[src/rtl/serial_adder_pkg.sv]
// Shared FSM state encoding and slice width for the serial nibble adder.
package serial_adder_pkg;

  localparam int NIBBLE_W = 4;

  typedef enum logic [1:0] {
    ST_IDLE = 2'd0,
    ST_RUN  = 2'd1,
    ST_DONE = 2'd2
  } state_t;

endpackage

[src/rtl/nibble_adder.sv]
// Combinational 4-bit ripple adder: s = a + b + cin, s[4] is the carry-out.
import serial_adder_pkg::*;

module nibble_adder (
  input  logic [NIBBLE_W-1:0] a,
  input  logic [NIBBLE_W-1:0] b,
  input  logic                cin,
  output logic [NIBBLE_W:0]   s
);

  logic [NIBBLE_W:0] c;

  assign c[0] = cin;

  for (genvar i = 0; i < NIBBLE_W; i++) begin : g_fa
    assign s[i]   = a[i] ^ b[i] ^ c[i];
    assign c[i+1] = (a[i] & b[i]) | (a[i] & c[i]) | (b[i] & c[i]);
  end

  assign s[NIBBLE_W] = c[NIBBLE_W];

endmodule

[src/rtl/serial_nibble_adder.sv]
// Multi-cycle WIDTH-bit adder/subtractor: one nibble per clock, LSB first,
// through a single nibble_adder with a registered carry.
import serial_adder_pkg::*;

module serial_nibble_adder #(
  parameter int WIDTH = 16
) (
  input  logic             clk,
  input  logic             rst_n,
  input  logic             start,
  input  logic             sub,
  input  logic [WIDTH-1:0] a,
  input  logic [WIDTH-1:0] b,
  output logic             ready,
  output logic             busy,
  output logic             done,
  output logic [WIDTH:0]   sum
);

  localparam int NIB = WIDTH / NIBBLE_W;
  localparam int IW  = (NIB > 1) ? $clog2(NIB) : 1;

  state_t              state_q, state_d;
  logic [IW-1:0]       idx_q;
  logic                carry_q;
  logic [WIDTH-1:0]    a_r, b_r;
  logic [WIDTH:0]      sum_q;
  logic [NIBBLE_W-1:0] a_nib, b_nib;
  logic [NIBBLE_W:0]   slice;
  logic                accept;
  logic                last;

  assign ready  = (state_q == ST_IDLE) || (state_q == ST_DONE);
  assign busy   = (state_q == ST_RUN);
  assign done   = (state_q == ST_DONE);
  assign sum    = sum_q;
  assign accept = start && ready;
  assign last   = (idx_q == IW'(NIB - 1));

  // Nibble select as a decoded mux rather than a variable part-select.
  always_comb begin
    a_nib = '0;
    b_nib = '0;
    for (int unsigned i = 0; i < NIB; i++) begin
      if (idx_q == IW'(i)) begin
        a_nib = a_r[i*NIBBLE_W +: NIBBLE_W];
        b_nib = b_r[i*NIBBLE_W +: NIBBLE_W];
      end
    end
  end

  nibble_adder u_nibble_adder (
    .a   (a_nib),
    .b   (b_nib),
    .cin (carry_q),
    .s   (slice)
  );

  always_comb begin
    state_d = state_q;
    case (state_q)
      ST_IDLE: if (start) state_d = ST_RUN;
      ST_RUN:  if (last)  state_d = ST_DONE;
      ST_DONE: state_d = start ? ST_RUN : ST_IDLE;
      default: state_d = ST_IDLE;
    endcase
  end

  always_ff @(posedge clk) begin
    if (!rst_n) state_q <= ST_IDLE;
    else        state_q <= state_d;
  end

  // Subtraction is a + ~b + 1: b is inverted at capture and the +1 enters as the initial carry.
  always_ff @(posedge clk) begin
    if (!rst_n) begin
      a_r     <= '0;
      b_r     <= '0;
      carry_q <= 1'b0;
      idx_q   <= '0;
      sum_q   <= '0;
    end else if (accept) begin
      a_r                <= a;
      b_r                <= sub ? ~b : b;
      carry_q            <= sub;
      idx_q              <= '0;
      sum_q[WIDTH-1:0]   <= '0;
    end else if (state_q == ST_RUN) begin
      carry_q <= slice[NIBBLE_W];
      idx_q   <= idx_q + IW'(1);
      for (int unsigned i = 0; i < NIB; i++) begin
        if (idx_q == IW'(i)) sum_q[i*NIBBLE_W +: NIBBLE_W] <= slice[NIBBLE_W-1:0];
      end
      if (last) sum_q[WIDTH] <= slice[NIBBLE_W];
    end
  end

endmodule

[config.mk]
export PLATFORM = sky130hd
export DESIGN_NAME = serial_nibble_adder
export DESIGN_NICKNAME = d
export VERILOG_FILES = /design/src/rtl/serial_adder_pkg.sv /design/src/rtl/nibble_adder.sv /design/src/rtl/serial_nibble_adder.sv
export SDC_FILE = /design/constraint.sdc
export NUM_CORES = 1
export LEC_CHECK = 0
export ABC_AREA = 1
export BUFFER_PORTS_ARGS = -buffer_cell sky130_fd_sc_hd__buf_2
export CORE_ASPECT_RATIO = 1.4
export CORE_UTILIZATION = 52
export DETAILED_ROUTE_END_ITERATION = 8
export PLACE_DENSITY = 0.78
export SLEW_MARGIN = 20
export SYNTH_ARGS = -nofsm -noshare
export SYNTH_HDL_FRONTEND = slang
export SYNTH_SLANG_ARGS = --single-unit
export TNS_END_PERCENT = 100
[constraint.sdc]
create_clock -name clk -period 3.5 [get_ports clk]
set_clock_uncertainty 0.2 [all_clocks]
set_input_delay 0.7 -clock clk [delete_from_list [all_inputs] [get_ports clk]]
set_output_delay 0.7 -clock clk [all_outputs]
set_load 0.005 [all_outputs]
==> results.cfg <==
[cells_and_area]
fin_util = 0.628
drive_gt1_frac = 0.167
nets = 486
diodes = 0
syn_to_final_growth_pct = 14.7
final_common_cell = nor2_1
final_cell_mix = 106 x nor2_1, 82 x nand2_1, 55 x buf_2

[worst_hold_path]
hp-class = flop to flop

[grt]
overflow = 0
grtUsageTotal = 0.235
antenna_found_initial = 0
grt_pass1_vias = 2255
grt_max_degree = 36
grt_pass1_wl_um = 9950

[clocking]
htree_levels = 2
cts_sinks = 54
clockBufferDepth = 2
cts_resized = 0
cts_tree = yes
clkSlewWorstSetupHoldPaths_ns = 0.09
insertion_delay_ns = 0.30
hold_buffers = 0
clockRootBuffer = clkbuf_8
cts_setup_buffers = 0
numCtsBuffers = 5

[placement]
hpwl_um = 4480
place_ws_ns = 0.202
gp_congestion = 0.887
portBuffers = 55

[worst_setup_path]
worst_path_most_repeated_cell = fa_1
cp.arrival_ns = 3.27
slowest_delay_ns = 0.46
critical_path.top_delay_family = adder cells
critPathLaunchType = flop
worstPathCellList = inv_1 > ha_1 > nand3_1 > nand2_1 > a21boi_1 > fa_1 > inv_1 > fa_1 > fa_1 > inv_1 > fa_1 > nand2_1 > nand2_1 > nor2_1
critical_path_peak_fanout = 8
cp_data_required_time_ns = 3.54
slowest_stage = fa_1
critical_path_class = flop to flop
end_kind = flop
worstPathBufferInverterCount = 3

[yosys]
synth_seq_cells = 54
synthAdderAreaFrac = 0.0487
synth_top_family_by_area = simple AND/OR/NAND/NOR gates
synthDistinctLibCells = 23
ys.warnings.count = 0
synthMuxAreaShare = 0
synth_simple_gate_area_frac = 0.301
synth_cells = 389
synthXorXnorAreaFrac = 0.0524
syn-num-nets = 433
syn-cell-area_um2 = 2670
syn_avg_cell_area_um2 = 6.87
synth_compound_area_frac = 0.0946
synth-seq-area-share = 0.404

[power]
peakVddDrop_uv = 320
p_leak_nw = 1.56
power_density_nw_per_um2 = 404

[drt]
viasPerCell = 4.69
drt_pass1_iterations = 4
dr.first_iter.drc_count = 125
vias = 2371
wl_met2_um = 3130
drc = 0
wl_met1_um = 2390
wl_met3_um = 175
ant_nets = 0
highest_layer = met4
wl_per_cell_um = 11.5
totalWireLength_um = 5800

[floorplanning]
coreArea_um2 = 4880
die_area_um2 = 5430
start_util = 0.548
ioPinCount = 56
die_y_um = 86.8
die_w_um = 62.6
rows = 30

[run]
cap_viol_max_count = 0

[sta]
fin_crit_sh = 0.921
rsz0062_at_grt = no
fin_tns_setup_ns = 0
post-route-min-period_ns = 3.22
fmax_mhz = 310
fin_ws_ns = 0.277
relSlewSlack = 0.710
hold_viol = 0
setup_viol = 0
drv_slew = 0
worstMarginPinSlew_ns = 0.435

[outcome]
status = complete, no violations
[cells in the mapped netlist]
cell type | count | area share
a21boi_0 | 3 | 0.0084
a21oi_1 | 14 | 0.026
buf_2 | 7 | 0.013
buf_4 | 4 | 0.011
buf_6 | 1 | 0.0042
clkbuf_1 | 4 | 0.0056
clkinv_1 | 1 | 0.0014
dfxtp_1 | 54 | 0.40
fa_1 | 4 | 0.030
ha_1 | 4 | 0.019
inv_1 | 42 | 0.059
inv_2 | 1 | 0.0014
inv_4 | 1 | 0.0023
nand2_1 | 82 | 0.12
nand2_4 | 2 | 0.0084
nand3_1 | 8 | 0.015
nor2_1 | 106 | 0.15
nor2_4 | 1 | 0.0042
nor2_8 | 1 | 0.0075
o21ai_0 | 27 | 0.051
o21ai_1 | 5 | 0.0094
or2_2 | 1 | 0.0023
xor2_1 | 16 | 0.052
[layout make-up]
class	count	area, µm²
Fill cell	505	1810
Multi-Input combinational cell	274	1330
Sequential cell	54	1080
Timing Repair Buffer	62	328
Inverter	45	171
Tap cell	64	80.1
Clock buffer	7	76.3
[metal layers]
metal	vias to the layer above	GRT usage
met2	50	0.444
met3	9	0.0395
met1	1035	0.259
met5	-	0
li1	1277	-
met4	0	0.0909
[stage by stage]
step	cell area (µm²)	hold slack, ns	total power [mW]	std cells
after floorplan	2670	0.229	0.857	389
final	3070	0.277	1.24	506
after global routing	3070	0.308	1.31	506
after CTS	3070	0.280	1.25	506
after detailed placement	2990	0.266	0.933	499
after global placement	2990	0.249	0.927	499
[worst min-delay path, cell delays in order, from the launching register on]
cell and delay, ns:
dfxtp_1 0.31, inv_1 0.07, a21oi_1 0.06
[final timing paths]
| kind | start | to | slack (ns) | depth (start not counted) |
|---|---|---|---|---|
| max | idx_q[0] | sum[11] | 0.28 | 14 |
| min | a_r[5] | a_r[5] | 0.28 | 2 |
| max reg2reg | idx_q[0] | sum[11] | 0.28 | 14 |
| min reg2reg | a_r[5] | a_r[5] | 0.28 | 2 |
[cells by family after synthesis]
family,after synthesis
buffers and inverters,61
flip-flops,54
adder cells (fa/ha/maj),8
XOR/XNOR,16
AO/OA/AOI/OAI,49
AND/OR/NAND/NOR,201
[report_power, final]
group / total, mW / internal [mW] / switching, mW / leakage (nW)
Clock: 0.324 / 0.138 / 0.186 / 0.0383
Combinational: 0.238 / 0.0918 / 0.146 / 1.08
Sequential: 0.677 / 0.654 / 0.0228 / 0.444
Total: 1.24 / 0.884 / 0.355 / 1.56
[registers in the layout (all words and copies together), names as in the netlist]
register  count
a_r          16
b_r          16
carry_q       1
idx_q         2
state_q       2
sum          17
No activity file was read; power rests on OpenSTA's default activity.
